$ cat src/rtl/imem_loader_pkg.sv
// Shared types and constants for the fewcore boot-time instruction-memory loader.
package fewcore_loader_pkg;

  typedef enum logic [2:0] {
    S_LEN0,
    S_LEN1,
    S_DATA,
    S_CSUM,
    S_DONE,
    S_ERR
  } state_t;

  localparam int LEN_BYTES  = 2;
  localparam int WORD_BYTES = 4;

endpackage

$ cat src/rtl/imem_loader_if.sv
// Byte-stream valid/ready channel feeding the loader.
interface imem_loader_if;
  logic       in_valid;
  logic [7:0] in_data;
  logic       in_ready;

  modport master (output in_valid, output in_data, input in_ready);
  modport slave  (input in_valid, input in_data, output in_ready);
endinterface

$ cat src/rtl/imem_loader_word_assembler.sv
// Packs little-endian stream bytes into 32-bit words; word_valid pulses the cycle after the 4th byte.
module word_assembler
  import fewcore_loader_pkg::*;
(
  input  logic        clk,
  input  logic        reset,
  input  logic        clr,
  input  logic        byte_en,
  input  logic [7:0]  byte_in,
  output logic        last,
  output logic        word_valid,
  output logic [31:0] word
);

  logic [1:0] idx;

  assign last = byte_en && (idx == 2'(WORD_BYTES - 1));

  // Bytes enter at the top so the first (least significant) byte ends up in [7:0].
  always_ff @(posedge clk) begin
    if (reset || clr) begin
      idx        <= '0;
      word_valid <= 1'b0;
      word       <= '0;
    end else begin
      word_valid <= last;
      if (byte_en) begin
        idx  <= idx + 2'd1;
        word <= {byte_in, word[31:8]};
      end
    end
  end

endmodule

$ cat src/rtl/imem_loader.sv
// Boot-time instruction-memory loader: length-prefixed byte stream -> word writes, holds core until done.
// Optional trailing XOR checksum byte when LOADER_CHECKSUM_EN is defined.
module imem_loader
  import fewcore_loader_pkg::*;
#(
  parameter int ADDR_W = 8
) (
  input  logic              clk,
  input  logic              reset,
  imem_loader_if.slave      stream,
  input  logic              start,
  output logic              imem_we,
  output logic [ADDR_W-1:0] imem_addr,
  output logic [31:0]       imem_wdata,
  output logic              core_hold,
  output logic              done,
  output logic              error
);

  localparam logic [16:0] CAP = 17'(1) << ADDR_W;

`ifdef LOADER_CHECKSUM_EN
  localparam state_t END_ST = S_CSUM;
`else
  localparam state_t END_ST = S_DONE;
`endif

  state_t            state, state_n;
  logic [7:0]        len_lo;
  logic [ADDR_W:0]   len;
  logic [ADDR_W:0]   wcnt;
  logic [ADDR_W:0]   wcnt_inc;
  logic [16:0]       n_ext;
  logic              accept, rearm, data_en, wlast, words_done;

  assign stream.in_ready = (state == S_LEN0) || (state == S_LEN1) ||
                           (state == S_DATA) || (state == S_CSUM);
  assign accept     = stream.in_valid && stream.in_ready;
  assign rearm      = start && ((state == S_DONE) || (state == S_ERR));
  assign data_en    = accept && (state == S_DATA);
  assign n_ext      = {1'b0, stream.in_data, len_lo};
  assign wcnt_inc   = wcnt + 1'b1;
  assign words_done = (wcnt_inc == len);

  assign done      = (state == S_DONE);
  assign error     = (state == S_ERR);
  assign core_hold = (state != S_DONE);

`ifdef LOADER_CHECKSUM_EN
  logic [7:0] csum;
`endif

  word_assembler u_asm (
    .clk        (clk),
    .reset      (reset),
    .clr        (rearm),
    .byte_en    (data_en),
    .byte_in    (stream.in_data),
    .last       (wlast),
    .word_valid (imem_we),
    .word       (imem_wdata)
  );

  always_ff @(posedge clk) begin
    if (reset) state <= S_LEN0;
    else       state <= state_n;
  end

  always_comb begin
    state_n = state;
    case (state)
      S_LEN0: if (accept) state_n = S_LEN1;
      S_LEN1: if (accept) begin
        if (n_ext > CAP)           state_n = S_ERR;
        else if (n_ext == 17'd0)   state_n = END_ST;
        else                       state_n = S_DATA;
      end
      S_DATA: if (wlast && words_done) state_n = END_ST;
`ifdef LOADER_CHECKSUM_EN
      S_CSUM: if (accept) state_n = (stream.in_data == csum) ? S_DONE : S_ERR;
`endif
      S_DONE, S_ERR: if (start) state_n = S_LEN0;
      default: state_n = S_ERR;
    endcase
  end

  // Length is bounded by CAP at S_LEN1, so wcnt never exceeds 2**ADDR_W and the address never wraps.
  always_ff @(posedge clk) begin
    if (reset || rearm) begin
      len_lo    <= '0;
      len       <= '0;
      wcnt      <= '0;
      imem_addr <= '0;
    end else begin
      if (accept && state == S_LEN0) len_lo <= stream.in_data;
      if (accept && state == S_LEN1) len    <= n_ext[ADDR_W:0];
      if (wlast) begin
        imem_addr <= wcnt[ADDR_W-1:0];
        wcnt      <= wcnt_inc;
      end
    end
  end

`ifdef LOADER_CHECKSUM_EN
  always_ff @(posedge clk) begin
    if (reset || rearm) csum <= '0;
    else if (data_en)   csum <= csum ^ stream.in_data;
  end
`endif

endmodule

$ cat src/flat_wrapper.sv
// flat-port wrapper written by rule: the top's interface ports become plain ports
module imem_loader_flat import fewcore_loader_pkg::*;
#(
  parameter int ADDR_W = 8
)
  (clk, reset, start, imem_we, imem_addr, imem_wdata, core_hold, done, error, stream_in_valid, stream_in_data, stream_in_ready);
  imem_loader_if stream_i ();
  input  logic clk;
  input  logic reset;
  input  logic start;
  output logic imem_we;
  output logic [ADDR_W-1:0] imem_addr;
  output logic [31:0] imem_wdata;
  output logic core_hold;
  output logic done;
  output logic error;
  input wire logic [$bits(stream_i.in_valid)-1:0] stream_in_valid;
  input wire logic [$bits(stream_i.in_data)-1:0] stream_in_data;
  output wire logic [$bits(stream_i.in_ready)-1:0] stream_in_ready;
  assign stream_i.in_valid = stream_in_valid;
  assign stream_i.in_data = stream_in_data;
  assign stream_in_ready = stream_i.in_ready;
  imem_loader #(.ADDR_W(ADDR_W)) u_core (.clk(clk), .reset(reset), .stream(stream_i), .start(start), .imem_we(imem_we), .imem_addr(imem_addr), .imem_wdata(imem_wdata), .core_hold(core_hold), .done(done), .error(error));
endmodule
$ cat config.mk
export PLATFORM = sky130hd
export DESIGN_NAME = imem_loader_flat
export DESIGN_NICKNAME = d
export VERILOG_FILES = /design/src/rtl/imem_loader_pkg.sv /design/src/rtl/imem_loader_if.sv /design/src/rtl/imem_loader_word_assembler.sv /design/src/rtl/imem_loader.sv /design/src/flat_wrapper.sv
export SDC_FILE = /design/constraint.sdc
export NUM_CORES = 1
export LEC_CHECK = 0
export ABC_AREA = 1
export ABC_CLOCK_PERIOD_IN_PS = 2750
export CORE_ASPECT_RATIO = 1.75
export CORE_UTILIZATION = 40
export CTS_CLUSTER_SIZE = 10
export DETAILED_ROUTE_END_ITERATION = 10
export DONT_BUFFER_PORTS = 1
export GPL_TIMING_DRIVEN = 0
export PLACE_DENSITY = 0.6
export SLEW_MARGIN = 20
export SYNTH_ARGS = -nofsm -noshare
export SYNTH_HDL_FRONTEND = slang
export SYNTH_SLANG_ARGS = --single-unit
$ cat constraint.sdc
create_clock -name clk -period 2.75 [get_ports clk]
set_input_delay 0 -clock clk [delete_from_list [all_inputs] [get_ports clk]]
set_output_delay 0 -clock clk [all_outputs]
set_load 0.02 [all_outputs]
==> results.txt, run 1 <==
TNS Setup -> 0 ps
Die Ht -> 116.6 um
postcts setup bufs -> 0
gpl congestion -> 0.8784
Initial Utilization -> 41.48%
global-route wire length before repair -> 12.41 mm
post-route ant nets -> 0
clock buffer depth -> 2
clock-pin transition on the worst setup and hold timing paths -> 60 ps
outcome -> finished clean
filler cell count -> 723
I/O pin count -> 57
Yosys cell types -> 28
multi-input combinational cell area -> 1279 um^2
largest area contributor in the netlist -> dfxtp_1
DP HPWL -> 5.662 mm
syn_nets -> 413
CP Capture Type -> flip-flop
max cap viols -> 0
Setup CP Type -> flip-flop to flip-flop
vias -> 2671
fin area -> 3527 um^2
CTS root buffer -> clkbuf_16
period utilization -> 86.85%
row cnt -> 41
CTS HTree Levels -> 3
Clock Sinks -> 72
Tmin final -> 2388 ps
final net count -> 435
post-synthesis sequential element count -> 72
CORE AREA -> 7233 um^2
CTS tree -> built
Wirelength per Cell -> 14.82 um
Post-CTS Hold Buffers -> 11
Via density -> 5.217
grt ovf -> 0
DR DRC count -> 0
Max Fclk -> 0.4187 GHz
VDD IR max -> 0.5125 mV
power per cell area -> 693.3 nW/um^2
Post-Route WL -> 7.590 mm
Port-buffer cells -> 0
Initial DRT Pass Iterations -> 4
Reg area -> 1441 um^2
CTS buffer count -> 9
Cells after Synth -> 399
top cell type's share of synthesized area -> 48.04%
Yosys warnings -> 0
Diodes inserted -> 0
Area growth syn-to-layout -> 17.56%
top cells by area, synth -> dfxtp_1 (48%), a21oi_1 (9.0%), o21ai_0 (8.2%)
Setup Viol. Count Final -> 0
initial antenna violation count -> 0
Hold Crit Class -> primary input to flip-flop
post-CTS sizing -> 0
Worst Path Max Fanout -> 5
Die X -> 67.47 um
Post-Synthesis Cell Area -> 3000 um^2
Final Hold Fails -> 0
initial DRC count -> 144
DP Area -> 3108 um^2
Final Skew -> 4.465 ps
Worst-Skew Late Latency -> 330 ps
layout cell share with drive strength beyond 1 -> 8.216%
WP data arrival -> 2660 ps
Leak -> 1.475 nW
GRT Total Usage -> 21.53%
Worst Tran Pin Value -> 671.7 ps
largest net degree at the start of global routing -> 13
final slew viol count -> 0
relative slew slack -> 55.22%
die area -> 7865 um^2
RSZ-0062 raised after global routing -> no
number of global-route vias before repair -> 2661
post-synthesis sequential area ratio -> 48.04%
syn avg cell area -> 7.520 um^2
Required @ worst endpoint -> 3020 ps
startpoint types -> flip-flop
-- worst max-delay path, stage by stage (launching register included) --
cell,delay [ps]
dfxtp_1,420
ha_1,240
nand3_1,180
o21bai_1,210
nand2_1,110
nand2_1,70
nand3_1,60
nor2_1,80
nand3_1,110
nand2_2,130
nand3_2,70
a21oi_2,100
dlygate4sd3_1,540
-- where the power goes --
part | internal [mW] | total [mW] | switching (mW)
registers | 1.07 | 1.09 | 0.0175
clock network | 0.751 | 1.18 | 0.429
logic | 0.0603 | 0.176 | 0.116
-- worst paths after layout --
check	start	end	slack, ps	cells after the start
max	u_core.wcnt[0]$_SDFFE_PP0P_	u_core.state[0]$_SDFFE_PP0P_	360	12
max reg2reg	u_core.wcnt[0]$_SDFFE_PP0P_	u_core.state[0]$_SDFFE_PP0P_	360	12
min reg2reg	u_core.len_lo[1]$_SDFFE_PP0P_	u_core.len[1]$_SDFFE_PP0P_	470	2
min	stream_in_valid	u_core.u_asm.word[8]$_SDFFE_PP0P_	60	4
-- final cells by class --
class | count | area share, %
clock buffers | 12 | 7.272
clock inverters | 4 | 1.490
inverters | 54 | 5.747
flip-flops and latches | 72 | 40.87
repair buffers | 11 | 3.122
multi-input cells | 256 | 36.25
plain buffers | 17 | 2.199
well taps | 86 | 3.051
-- metrics by stage --
stage	worst slack [ps]	hold slack [ps]	power, mW	util, %	cells
finish	361.6	61.70	2.445	48.76	512
global route	141.7	98.31	2.541	48.76	512
CTS	355.6	48.45	2.478	48.76	512
detailed placement	849.4	64.26	1.273	42.97	485
global placement	855.0	64.09	1.273	42.97	485
floorplan	1198	62.44	1.232	-	399
-- routing by layer --
layer	up-vias	share of wire, %	track usage, %	wire, um
li1	1354	-	-	-
met1	1242	38	20.95	2860
met2	66	56	40.46	4234
met3	9	4.4	5.176	333
met4	0	2.1	10.35	161
met5	-	0	0	0
-- layout by cell type, fill, tap and decap left out, drive strengths merged --
cell type / count
o21bai: 1
o21ai: 56
nand4: 4
nand3b: 3
clkbuf: 20
nor3: 2
clkinvlp: 3
dlygate4sd3: 11
a21oi: 55
buf: 9
a211oi: 9
nand3: 17
inv: 54
xor2: 2
a31oi: 1
nor2: 52
bufinv: 1
ha: 2
dfxtp: 72
xnor2: 1
nand2: 51
-- Yosys cell counts --
master / n
dfxtp_1: 72
a21oi_1: 54
inv_1: 51
nand2_1: 49
o21ai_0: 49
nor2_1: 47
nand3_1: 16
a211oi_1: 9
clkbuf_1: 8
o21ai_1: 7
buf_2: 5
nor2_4: 4
inv_2: 3
nand3b_1: 3
nand4_1: 3
buf_1: 2
buf_4: 2
ha_1: 2
nand2_2: 2
nor3_1: 2
xor2_1: 2
a21oi_2: 1
a31oi_1: 1
nand3_2: 1
nand4_4: 1
nor2_2: 1
o21bai_1: 1
xnor2_1: 1
-- state kept, by name, indices dropped and copies added (netlist names) --
signal / flops
u_core.imem_addr: 8
u_core.len: 9
u_core.len_lo: 8
u_core.state: 3
u_core.u_asm.idx: 2
u_core.u_asm.word: 32
u_core.u_asm.word_valid: 1
u_core.wcnt: 9
-- cells by family (layout without fill, tap and decap cells) --
| logic type | count (synthesis) | count (layout) | synth area share [%] |
|---|---|---|---|
| AND/OR/NAND/NOR | 129 | 129 | 19.56 |
| AO/OA/AOI/OAI | 122 | 122 | 21.35 |
| flip-flops | 72 | 72 | 48.04 |
| buffers and inverters | 71 | 98 | 9.341 |
| XOR/XNOR | 3 | 3 | 0.8759 |
| adder cells (fa/ha/maj) | 2 | 2 | 0.8339 |
(Power assumes the default switching activity.)
==> run 2: changes to the inputs <==
HOLD_SLACK_MARGIN = 0.1   (was unset)
==> run 2 against run 1 <==
Wire length shrank 0.13%. Sequential cell count is the same. Combinational power is essentially flat. Largest power group unchanged. Sequential share of layout area shrank 0.23 points. Critical path depth is the same. Final area grew 0.57%. Clock skew is essentially flat. Clock-buffer cell count is the same. Clock power is essentially flat. Utilization grew 0.28 points. Final cell count grew 0.39%. Maximum frequency grew 0.54%.
==> results.txt, run 2 (synthesis gave the netlist of run 1 again) <==
outcome -> finished clean
Hold Crit Class -> primary input to flip-flop
initial antenna violation count -> 0
Initial DRT Pass Iterations -> 4
clock buffer depth -> 2
filler cell count -> 721
Post-Layout Cell Count -> 514
most common cell after layout, fill and taps aside -> dfxtp_1
Int Pwr -> 1.883 mW
Setup CP Type -> flip-flop to flip-flop
largest net degree at the start of global routing -> 13
Setup Viol. Count Final -> 0
Die Ht -> 116.6 um
Diodes inserted -> 0
Die X -> 67.47 um
DP HPWL -> 5.662 mm
Logic pwr share -> 7.2%
cell mode on critical path -> nand3_1
Area growth syn-to-layout -> 18.22%
grt ovf -> 0
Worst Path Max Fanout -> 5
final slew viol count -> 0
slowest CP cell -> dlygate4sd3_1
CTS buffer count -> 9
row cnt -> 41
period utilization -> 86.38%
WP data arrival -> 2650 ps
CTS HTree Levels -> 3
Wirelength per Cell -> 14.75 um
startpoint types -> flip-flop
global-route wire length before repair -> 12.47 mm
switching power -> 562.3 uW
Clock Sinks -> 72
RSZ-0062 raised after global routing -> no
CP cell instances -> ha_1 > nand3_1 > o21bai_1 > nand2_1 > nand2_1 > nand3_1 > nor2_1 > nand3_1 > nand2_2 > nand3_2 > a21oi_2 > dlygate4sd3_1
Post-Route WL -> 7.580 mm
CP bufs+invs -> 1
Leak -> 1.478 nW
Placed Cells -> 485
I/O pin count -> 57
fin util -> 49.04%
Final Skew -> 4.375 ps
GRT Total Usage -> 21.61%
CORE AREA -> 7233 um^2
Largest register FFs -> 32
CTS root buffer -> clkbuf_16
DR DRC count -> 0
TNS Setup -> 0 ps
power per cell area -> 689.5 nW/um^2
gpl congestion -> 0.8784
commonest cells after routing, fill and taps aside -> dfxtp_1 (72), a21oi_1 (54), inv_1 (51)
postcts setup bufs -> 0
Clk pwr share -> 48.2%
die area -> 7865 um^2
Regs by FF count -> u_core.u_asm.word x32, u_core.len x9, u_core.wcnt x9
post-CTS sizing -> 0
Worst-Skew Late Latency -> 330 ps
clock-pin transition on the worst setup and hold timing paths -> 60 ps
CTS tree -> built
Initial Utilization -> 41.48%
CP delay by family, top -> simple AND/OR/NAND/NOR gates
Max Fclk -> 0.4210 GHz
Port-buffer cells -> 0
initial DRC count -> 130
post-route ant nets -> 0
Worst Tran Pin Value -> 641.8 ps
Final Hold Fails -> 0
Tmin final -> 2376 ps
Net Sw Frac -> 22.99%
Worst path max stage delay -> 540 ps
number of global-route vias before repair -> 2669
Post-CTS Hold Buffers -> 13
relative slew slack -> 57.21%
Required @ worst endpoint -> 3020 ps
Top reg by flops -> u_core.u_asm.word
CP Capture Type -> flip-flop
Via density -> 5.214
VDD IR max -> 0.5125 mV
max cap viols -> 0
layout cell share with drive strength beyond 1 -> 8.178%
vias -> 2680
final net count -> 437
Reg power frac -> 44.5%
## run 2: cell count changes in the layout (fill, tap and decap cells not counted), sizes merged
cell / delta
dlygate4sd3: +2
## run 2: final timing paths
check                                     start                            endpoint  slack (ps)  depth (start not counted)
setup reg to reg    u_core.wcnt[0]$_SDFFE_PP0P_        u_core.state[0]$_SDFFE_PP0P_         370                         12
setup / recovery    u_core.wcnt[0]$_SDFFE_PP0P_        u_core.state[0]$_SDFFE_PP0P_         370                         12
hold / removal                            start  u_core.u_asm.word[16]$_SDFFE_PP0P_         120                          5
hold reg to reg   u_core.len_lo[1]$_SDFFE_PP0P_          u_core.len[1]$_SDFFE_PP0P_         470                          2
## run 2: final cells by class
type | instances | area [um^2] | area share [%]
Sequential cell | 72 | 1441 | 40.63
Multi-Input combinational cell | 256 | 1279 | 36.05
Clock buffer | 12 | 256.5 | 7.231
Inverter | 54 | 202.7 | 5.714
Timing Repair Buffer | 13 | 130.1 | 3.668
Tap cell | 86 | 107.6 | 3.034
Buffer | 17 | 77.57 | 2.187
Clock inverter | 4 | 52.55 | 1.481
## run 2: power groups by stage
| stage | clock (mW) | combinational [mW] | sequential [mW] |
|---|---|---|---|
| 6_report | 1.18 | 0.177 | 1.09 |
| 5_1_grt | 1.25 | 0.201 | 1.09 |
| 4_1_cts | 1.21 | 0.179 | 1.09 |
| 3_5_place_dp | 0 | 0.162 | 1.11 |
| 3_3_place_gp | 0 | 0.162 | 1.11 |
| 2_1_floorplan | 0 | 0.125 | 1.11 |
## run 2: per-stage QoR
step | power [mW] | cell area [um^2] | setup slack [ps] | hold slack [ps]
after floorplan | 1.232 | 3000 | 1198 | 62.44
after CTS | 2.479 | 3547 | 355.6 | 104.1
after global placement | 1.273 | 3108 | 855.0 | 64.09
after global routing | 2.542 | 3547 | 141.7 | 129.3
after detailed placement | 1.273 | 3108 | 849.4 | 64.26
final | 2.446 | 3547 | 374.4 | 116.5
## run 2: layer usage
layer	vias to the layer above	global-route usage [%]	routed length (um)
met5	-	0	0
met4	0	10.35	176
met3	11	5.176	413
met2	70	40.59	4202
met1	1243	21.07	2787
li1	1356	-	-
## run 2: worst min-delay path, cell delays in order
cell	delay (ps)
nand2_1	30
inv_1	60
a21oi_1	70
inv_1	160
a211oi_1	70
